## src/rtl/rgb_byte_packer.sv

```systemverilog
// rgb_byte_packer
// Packs a raster-order R,G,B byte stream into 24-bit pixels tagged with
// their (x,y) position and start/end-of-line/frame markers.
//
// Ports:
//   clk, rst              clock, synchronous active-high reset
//   s_valid/s_ready/s_data  byte input stream (valid/ready)
//   m_valid/m_ready         pixel output stream (valid/ready)
//   m_pixel                 {R,G,B}
//   m_x, m_y                pixel position within the frame
//   m_sof, m_eol, m_eof     first pixel / last in line / last in frame
//   frame_done              one-cycle pulse after the eof pixel is taken
module rgb_byte_packer #(
    parameter int WIDTH  = 610,
    parameter int HEIGHT = 874,
    parameter int XW     = (WIDTH  > 1) ? $clog2(WIDTH)  : 1,
    parameter int YW     = (HEIGHT > 1) ? $clog2(HEIGHT) : 1
) (
    input  logic          clk,
    input  logic          rst,
    input  logic          s_valid,
    output logic          s_ready,
    input  logic [7:0]    s_data,
    output logic          m_valid,
    input  logic          m_ready,
    output logic [23:0]   m_pixel,
    output logic [XW-1:0] m_x,
    output logic [YW-1:0] m_y,
    output logic          m_sof,
    output logic          m_eol,
    output logic          m_eof,
    output logic          frame_done
);

    typedef enum logic [1:0] {
        PH_R = 2'd0,
        PH_G = 2'd1,
        PH_B = 2'd2
    } phase_t;

    localparam logic [XW-1:0] X_LAST = XW'(WIDTH - 1);
    localparam logic [YW-1:0] Y_LAST = YW'(HEIGHT - 1);

    phase_t        phase, phase_nxt;
    logic [7:0]    r_q, g_q;
    logic [XW-1:0] next_x;
    logic [YW-1:0] next_y;
    logic          in_hs, out_hs, load;

    assign in_hs  = s_valid && s_ready;
    assign out_hs = m_valid && m_ready;
    assign load   = in_hs && (phase == PH_B);

    // Byte phase: state register
    always_ff @(posedge clk) begin
        if (rst) phase <= PH_R;
        else     phase <= phase_nxt;
    end

    // Byte phase: next state, advances only on accepted bytes
    always_comb begin
        phase_nxt = phase;
        if (in_hs) begin
            case (phase)
                PH_R:    phase_nxt = PH_G;
                PH_G:    phase_nxt = PH_B;
                default: phase_nxt = PH_R;
            endcase
        end
    end

    // Byte phase: outputs. Only the B byte needs a free output slot, so R
    // and G of the next pixel are taken even while the output is stalled.
    // Gated by rst so nothing is accepted in a reset cycle.
    always_comb begin
        s_ready = 1'b0;
        if (!rst) begin
            case (phase)
                PH_B:    s_ready = !m_valid || m_ready;
                default: s_ready = 1'b1;
            endcase
        end
    end

    // Partial pixel holding registers
    always_ff @(posedge clk) begin
        if (rst) begin
            r_q <= 8'd0;
            g_q <= 8'd0;
        end else if (in_hs) begin
            if (phase == PH_R) r_q <= s_data;
            if (phase == PH_G) g_q <= s_data;
        end
    end

    // Output register and raster position. A load in the same cycle as an
    // output handshake keeps m_valid high so the stream stays gapless.
    always_ff @(posedge clk) begin
        if (rst) begin
            m_valid    <= 1'b0;
            m_pixel    <= 24'd0;
            m_x        <= '0;
            m_y        <= '0;
            m_sof      <= 1'b0;
            m_eol      <= 1'b0;
            m_eof      <= 1'b0;
            next_x     <= '0;
            next_y     <= '0;
            frame_done <= 1'b0;
        end else begin
            frame_done <= out_hs && m_eof;
            if (load) begin
                m_valid <= 1'b1;
                m_pixel <= {r_q, g_q, s_data};
                m_x     <= next_x;
                m_y     <= next_y;
                m_sof   <= (next_x == '0) && (next_y == '0);
                m_eol   <= (next_x == X_LAST);
                m_eof   <= (next_x == X_LAST) && (next_y == Y_LAST);
                if (next_x == X_LAST) begin
                    next_x <= '0;
                    next_y <= (next_y == Y_LAST) ? '0 : next_y + YW'(1);
                end else begin
                    next_x <= next_x + XW'(1);
                end
            end else if (out_hs) begin
                m_valid <= 1'b0;
            end
        end
    end

endmodule

```

## config.mk

```make
export PLATFORM = sky130hd
export DESIGN_NAME = rgb_byte_packer
export DESIGN_NICKNAME = d
export VERILOG_FILES = /design/src/rtl/rgb_byte_packer.sv
export SDC_FILE = /design/constraint.sdc
export NUM_CORES = 1
export LEC_CHECK = 0
export ABC_AREA = 1
export CAP_MARGIN = 5
export CORE_MARGIN = 1
export CORE_UTILIZATION = 47
export CTS_CLUSTER_DIAMETER = 120
export DETAILED_ROUTE_END_ITERATION = 10
export GPL_TIMING_DRIVEN = 0
export PLACE_DENSITY_LB_ADDON = 0.3
export SLEW_MARGIN = 20
export SYNTH_ARGS = -nofsm -noshare
export SYNTH_HDL_FRONTEND = slang
export SYNTH_SLANG_ARGS = --single-unit
```

## constraint.sdc

```tcl
create_clock -name clk -period 1.4 [get_ports clk]
set_clock_uncertainty 0.15 [all_clocks]
set_input_delay 0.28 -clock clk [delete_from_list [all_inputs] [get_ports clk]]
set_output_delay 0.28 -clock clk [all_outputs]
set_load 0.01 [all_outputs]
```

Word-level counts from Yosys, hierarchy flattened
Index checks and enable logic that the tools add are counted.
W data, S select, Z words.
{"block": "word_totals", "out_inout_bits": 50, "word_cells": 41, "ff_bits": 87, "inputBits": 12}
{"block": "classes", "eq_ne": 4, "n_reduce_logical": 15, "mux": 7, "add_sub_neg": 2}
{"cell": "$add A10 B1 Y10 const B", "n": 2}
{"cell": "$eq A10 B10 Y1 const B", "n": 2}
{"cell": "$logic_not A10 Y1", "n": 2}
{"cell": "$mux W10", "n": 2}
{"cell": "$logic_and A1 B1 Y1", "n": 6}
{"cell": "$reduce_and A2 Y1", "n": 3}
{"cell": "$mux W1", "n": 4}
{"cell": "$pmux W2 S2", "n": 1}
{"cell": "$eq A2 B1 Y1 const B", "n": 1}
{"cell": "$eq A2 B2 Y1 const B", "n": 1}
{"cell": "$logic_not A2 Y1", "n": 1}
{"cell": "$reduce_bool A2 Y1", "n": 1}
{"cell": "$logic_not A1 Y1", "n": 1}
{"cell": "$logic_or A1 B1 Y1", "n": 1}

Longest topological paths before layout
Gate-level depths: netlist of the first run.
{"block": "logic_depth", "ltp_word": 7, "mapped_depth": 11}

Least setup slack after synthesis of the first run
OpenSTA, ideal clock, no wires.
{"block": "synth_path", "kind": "register to register", "from": "register next_x[1]", "to": "register next_y[7]", "path_slack_ns": -0.091, "arrival_time_ns": 1.225, "path_buffers": 0, "path_stages_with_launch": 10, "required_ns": 1.134, "path_cell_list": "dfxtp_1 -> inv_1 -> ha_1 -> nand2_1 -> nor2_1 -> nand4_1 -> nor2_2 -> nor2_1 -> nand2_1 -> o21ai_1"}
{"block": "synth_between", "elab_chain_len": 2}
{"element": "from (decl)", "line_no": "46", "text": "logic [XW-1:0] next_x;"}
{"element": "from (signal assigned)", "line_no": "124", "text": "next_x <= next_x + XW'(1);"}
{"element": "$eq A10 B10 Y1", "line_no": "120", "text": "if (next_x == X_LAST) begin"}
{"element": "$reduce_and A2 Y1 (no source line)"}
{"element": "to (signal assigned)", "line_no": "122", "text": "next_y <= (next_y == Y_LAST) ? '0 : next_y + YW'(1);"}
{"element": "to (decl)", "line_no": "47", "text": "logic [YW-1:0] next_y;"}
Every way passes these cells.
A chain may end at the register's enable or synchronous reset.

Final worst setup path of the first run
{"block": "layout_path", "from": "register phase[1]", "to": "register next_y[5]"}
{"block": "layout_between", "elab_chain_len": 6}
{"element": "from (decl)", "line_no": "44", "text": "phase_t phase, phase_nxt;"}
{"element": "from (signal assigned)", "line_no": "57", "text": "else phase <= phase_nxt;"}
{"element": "$eq A2 B2 Y1 *", "line_no": "52, 78"}
{"element": "$mux W1", "line_no": "78", "text": "case (phase)"}
{"element": "$mux W1", "line_no": "77", "text": "if (!rst) begin"}
{"element": "$logic_and A1 B1 Y1", "line_no": "50", "text": "assign in_hs = s_valid && s_ready;"}
{"element": "$logic_and A1 B1 Y1 *", "line_no": "52", "text": "assign load = in_hs && (phase == PH_B);"}
{"element": "$reduce_and A2 Y1 (no source line) *"}
Mark *: on every way between the ends. The rest lies on a longest branch, timed or not.

==> results of run 1 <==
## worst max-delay path, cell delays in order, from the launching register on
cell and delay [ns]:
dfxtp_2 0.35, inv_2 0.06, nor2_4 0.12, nand4_4 0.23, buf_2 0.30, o21ai_0 0.29, a21oi_1 0.14
## per-layer routing
| metal | up-vias | share of wire, % | GRT usage, % |
|---|---|---|---|
| met5 | - | 0 | 0 |
| met4 | 0 | 4.2 | 13.3 |
| met3 | 53 | 8.3 | 6.00 |
| met2 | 243 | 48 | 48.3 |
| met1 | 1867 | 39 | 36.0 |
| li1 | 1783 | - | - |
## power by group through the flow
stage               sequential (mW)  combinational, mW  clock [mW]
global placement               2.58              0.211           0
CTS                            2.52              0.248        2.04
finish                         2.52              0.323        2.05
global route                   2.52              0.340        2.17
floorplan                      2.58              0.113           0
detailed placement             2.58              0.216           0
## through the flow
stage                     power, mW  setup TNS (ns)  hold slack, ns  utilization, %  std cells
after global routing           5.03          -16.94          0.0851            72.3        691
after detailed placement       2.80          -48.30           0.299            59.1        633
final                          4.89          -14.35          0.0868            72.3        691
after CTS                      4.81          -11.74          0.0677            70.5        681
after global placement         2.79          -46.63           0.289            59.1        633
after floorplan                2.70          -0.297           0.270               -        474
## cell type report
type                       instances  share of cell area, %
multi-input combinational        311                   35.9
clock buffer                       9                   2.35
timing repair inverter             1                  0.119
sequential                        87                   33.6
tap                               99                   2.35
buffer                            20                   3.32
inverter                          53                   3.96
clock inverter                     7                   2.11
timing repair buffer             104                   16.3
## final timing paths
kind / from / endpoint / slack [ns]
hold / removal: rst / next_x[6] / 0.09
setup reg to reg: phase[1] / next_y[5] / -0.39
setup / recovery: phase[1] / next_y[5] / -0.39
hold reg to reg: m_eof / frame_done / 0.32
## cell families (layout without fill, tap and decap cells)
group	after synthesis	after routing	share of synthesized area, %
flops	87	87	48.9
xor+xnor	2	2	0.492
buf+inv	76	194	9.42
simple gates	166	166	19.7
compound gates	137	137	19.4
fa+ha+maj	6	6	2.11
## sequential cells by signal, indices dropped and copies added, names as in the netlist
| signal | count |
|---|---|
| frame_done | 1 |
| m_y | 10 |
| g_q | 8 |
| r_q | 8 |
| next_y | 10 |
| m_eof | 1 |
| m_sof | 1 |
| m_eol | 1 |
| phase | 2 |
| m_pixel | 24 |
| m_x | 10 |
| next_x | 10 |
| m_valid | 1 |
## what timing repair did
item / in CTS / in global routing
pin swaps: 37 / 25
gates cloned: 9 / 2
setup endpoints to repair: 135 / 128
hold buffers: 1 / 0
gates resized for setup: 182 / 196
setup buffers: 22 / 18
hold endpoints to repair: 3 / 0
## cell usage after synthesis, drive strengths merged
library cell	count	share of area (%)
inv	53	5.7
a21oi	74	10
o211ai	1	0.21
o21a	1	0.21
dfxtp	87	49
clkbuf	7	0.74
nor2	42	4.8
o21ai	61	8.6
nand4	7	1.7
nand3b	1	0.21
nand3	18	2.5
ha	6	2.1
xor2	2	0.49
nand2	95	10
buf	16	3.0
nor3	3	0.42
==> results.sh, run 1 <==
export IMPL_clk_latency_ns=0.36
export IMPL_clkTransAtPathRegs_ns=0.10
export IMPL_routed_wirelength_um=12100
export IMPL_drive_above_1_share_pct=40.7
export IMPL_coreArea_um2=7290
export IMPL_hold_path_class="input port to flip-flop"
export IMPL_min_path_cells=4
export IMPL_p_sw_share_pct=24.9
export IMPL_netlist_area_um2=3560
export IMPL_violations="setup timing"
export IMPL_syn2layout_area_growth_pct=48.0
export IMPL_finalMaxSlewViolations=0
export IMPL_arrival_ns=1.85
export IMPL_clockBufferDepth=2
export IMPL_drt_iter0_markers=254
export IMPL_clockPowerShare_pct=41.9
export IMPL_antenna_found_initial=0
export IMPL_h_tree_depth=3
export IMPL_postSynthRegisterBits=87
export IMPL_path_class="flip-flop to flip-flop"
export IMPL_vdd_drop_max_uv=559
export IMPL_yosysSeqAreaShare_pct=48.9
export IMPL_cp_start_kind="flip-flop"
export IMPL_num_rows=31
export IMPL_final_seq_area_um2=1770
export IMPL_clock_sinks=87
export IMPL_grt_pass1_wl_um=17200
export IMPL_final_cell_mix="81 x nand2_1, 72 x dfxtp_1, 45 x inv_1, 40 x a21oi_2, 36 x clkbuf_2"
export IMPL_p_leak_nw=2.16
export IMPL_status="finished, violations left"
export IMPL_antenna_left=0
export IMPL_finalSetupViolCount=78
export IMPL_io_pins=62
export IMPL_dpl_instance_area_um2=4310
export IMPL_ys_types=24
export IMPL_dp_worst_setup_slack_ns=-0.801
export IMPL_grt_use_total_pct=28.9
export IMPL_nFillCells=550
export IMPL_worstPathMaxFanout=10
export IMPL_power_frac_comb_pct=6.6
export IMPL_multi_input_area_um2=1890
export IMPL_worst_pin_slew_ns=0.673
export IMPL_drc_errors=0
export IMPL_clock_fmax_mhz=559
export IMPL_final_common_cell="nand2_1"
export IMPL_grt_pass1_vias=3513
export IMPL_cts_tree="built"
export IMPL_fp_dieH_um=89.0
export IMPL_first_pass_iters=5
export IMPL_finalNetCount=605
export IMPL_powerDensity_nw_per_um2=928
export IMPL_via_count=3946
export IMPL_cts_buffers=9
export IMPL_post_drt_via_cell_ratio=5.71
export IMPL_p_int_mw=3.67
export IMPL_cap_viol_max_count=0
export IMPL_r2r_cells=6
export IMPL_power_switching_mw=1.22
export IMPL_syn_area_per_cell_um2=7.51
export IMPL_grt_max_degree=18
export IMPL_place_congestion=0.912
export IMPL_num_antenna_cells=0
export IMPL_seqPwrFrac_pct=51.5
export IMPL_postLayoutCellArea_um2=5270
export IMPL_hold_viol=0
export IMPL_gr_total_overflow=0
export IMPL_synth_cells=474
export IMPL_routedWlPerCell_um=17.5
export IMPL_die_w_um=89.0
export IMPL_cts_root_buf="clkbuf_8"
export IMPL_layout_setup_ws_ns=-0.389
export IMPL_fin_crit_ns=1.79
export IMPL_slew_headroom_pct=55.1
export IMPL_numPortBuffers=60
export IMPL_yosys_warnings=0
export IMPL_die_area_um2=7930
export IMPL_end_kind="flip-flop"
export IMPL_start_util_pct=48.8
export IMPL_synthesis_nets=492
export IMPL_rsz0062_at_grt="yes"
export IMPL_hpwl_um=6630
export IMPL_finalCritPeriodShare_pct=128
export IMPL_required_ns=1.46
No activity file was read; power rests on OpenSTA's default activity.
==> run 2: changes to the inputs <==
Settings changed: CORE_MARGIN 1 to 2.
==> run 2 against run 1 <==
Compared with the run above:
- the flow still finishes with violations (setup timing)
- largest power group unchanged
- sequential power hardly changed
- critical path depth is 4 higher
- core utilization is 3.0 points higher
- largest cell class unchanged
- maximum frequency is 6.1% higher
- combinational power is 8.0% higher
- non-clock buffer count is 2 lower
==> results.sh, run 2 (synthesis results as in run 1) <==
export IMPL_cp_start_kind="flip-flop"
export IMPL_first_pass_iters=5
export IMPL_worst_pin_slew_ns=0.798
export IMPL_antenna_left=0
export IMPL_final_cell_mix="76 x nand2_1, 57 x dfxtp_1, 43 x inv_1, 39 x a21oi_1, 34 x a21oi_2"
export IMPL_utilization_pct=75.3
export IMPL_final_common_cell="nand2_1"
export IMPL_cts_root_buf="clkbuf_8"
export IMPL_drt_iter0_markers=363
export IMPL_syn2layout_area_growth_pct=54.2
export IMPL_critPathMaxStageDelay_ns=0.35
export IMPL_dpl_instance_area_um2=4310
export IMPL_required_ns=1.55
export IMPL_grt_pass1_vias=3495
export IMPL_power_mw=4.57
export IMPL_cap_viol_max_count=0
export IMPL_finalSetupViolCount=79
export IMPL_clockPowerShare_pct=37.1
export IMPL_numPortBuffers=60
export IMPL_end_kind="flip-flop"
export IMPL_h_tree_depth=3
export IMPL_powerDensity_nw_per_um2=831
export IMPL_power_frac_comb_pct=7.6
export IMPL_clock_sinks=87
export IMPL_start_util_pct=48.8
export IMPL_grt_max_degree=17
export IMPL_antenna_found_initial=0
export IMPL_crit_chain="inv_2 -> nor2_4 -> nand4_4 -> buf_12 -> clkinv_8 -> buf_12 -> nand3_1 -> nand2_1 -> nand2_1 -> nor2_1"
export IMPL_num_rows=31
export IMPL_worstPathMaxFanout=8
export IMPL_worst_path_max_delay_cell="dfxtp_2"
export IMPL_hpwl_um=6620
export IMPL_hold_viol=0
export IMPL_routed_wirelength_um=12600
export IMPL_fin_cells=689
export IMPL_num_antenna_cells=0
export IMPL_largest_register_ff_count=24
export IMPL_p_sw_share_pct=27.5
export IMPL_path_class="flip-flop to flip-flop"
export IMPL_clk_latency_ns=0.36
export IMPL_coreArea_um2=7290
export IMPL_p_leak_nw=2.18
export IMPL_place_congestion=0.875
export IMPL_top_register="m_pixel"
export IMPL_seqPwrFrac_pct=55.2
export IMPL_power_switching_mw=1.25
export IMPL_fin_crit_ns=1.69
export IMPL_clock_fmax_mhz=593
export IMPL_layout_setup_ws_ns=-0.285
export IMPL_hold_path_class="input port to flip-flop"
export IMPL_drive_above_1_share_pct=42.4
export IMPL_clockBufferDepth=2
export IMPL_finalMaxSlewViolations=0
export IMPL_grt_pass1_wl_um=17000
export IMPL_arrival_ns=1.84
export IMPL_dp_worst_setup_slack_ns=-0.809
export IMPL_vdd_drop_max_uv=460
export IMPL_dp_cells=633
export IMPL_gr_total_overflow=0
export IMPL_violations="setup timing"
export IMPL_fp_dieH_um=91.0
export IMPL_post_drt_via_cell_ratio=5.73
export IMPL_routedWlPerCell_um=18.3
export IMPL_nFillCells=504
export IMPL_rsz0062_at_grt="yes"
export IMPL_drc_errors=0
export IMPL_cts_buffers=9
export IMPL_finalNetCount=603
export IMPL_clkTransAtPathRegs_ns=0.09
export IMPL_slew_headroom_pct=46.8
export IMPL_cts_tree="built"
export IMPL_io_pins=62
export IMPL_postLayoutCellArea_um2=5490
export IMPL_grt_use_total_pct=25.5
export IMPL_p_int_mw=3.31
export IMPL_die_area_um2=8290
export IMPL_die_w_um=91.0
export IMPL_via_count=3951
export IMPL_finalCritPeriodShare_pct=120
export IMPL_status="finished, violations left"
## run 2: cell count changes in the layout (fill, tap and decap cells not counted), moves of 5 or more
cell             previous run  this run
clkbuf_2                   36        25
o21ai_4                     1         9
o21ai_2                    23        17
a21oi_1                    34        39
dfxtp_2                    10        26
a21oi_2                    40        34
clkdlybuf4s15_1             3        13
dfxtp_1                    72        57
nand2_1                    81        76
clkdlybuf4s15_2             5        10
buf_2                       9         3
## run 2: final cells by class
cell class	instances	area, um2	area share [%]
Buffer	21	203	3.69
Clock buffer	9	124	2.26
Clock inverter	7	56.3	1.03
Inverter	53	216	3.94
Multi-Input combinational cell	311	1990	36.3
Sequential cell	87	1790	32.6
Tap cell	99	124	2.26
Timing Repair Buffer	101	978	17.8
Timing Repair inverter	1	6.26	0.114
## run 2: timing repair
| action | in CTS | in global routing |
|---|---|---|
| setup endpoints to repair | 133 | 122 |
| gates cloned | 9 | 1 |
| hold buffers | 1 | 0 |
| resized for setup | 197 | 210 |
| endpoints found under the hold margin | 3 | 0 |
| setup buffers | 19 | 17 |
| pin swaps | 22 | 32 |
## run 2: power by group through the flow
stage	sequential, mW	clock (mW)	combinational (mW)
finish	2.52	1.70	0.349
global route	2.52	1.80	0.368
CTS	2.52	1.66	0.248
detailed placement	2.58	0	0.215
global placement	2.58	0	0.211
floorplan	2.58	0	0.113
## run 2: layer usage
layer	up-vias	GRT usage [%]	routed length, um
met5	-	0	0
met4	0	8.59	542
met3	54	5.23	905
met2	229	41.5	6260
met1	1903	33.9	4890
li1	1765	-	-
## run 2: worst max-delay path, delay by kind of cell, from the launching register on
kind,cells,cell delay (ns)
buffers and inverters,4,0.48
flip-flops,1,0.35
AND/OR/NAND/NOR,6,0.63
## run 2: stage by stage
| stage | hold slack (ns) | TNS [ns] |
|---|---|---|
| CTS | 0.0668 | -11.72 |
| global placement | 0.292 | -46.57 |
| detailed placement | 0.296 | -48.14 |
| finish | 0.0814 | -14.74 |
| floorplan | 0.270 | -0.297 |
| global route | 0.0901 | -18.79 |
## run 2: final timing paths
check	start	to	slack (ns)	cells past startpoint
setup reg to reg	phase[1]	next_y[6]	-0.29	10
setup / recovery	phase[1]	next_y[6]	-0.29	10
hold / removal	rst	next_x[6]	0.08	4
hold reg to reg	g_q[6]	g_q[6]	0.32	2
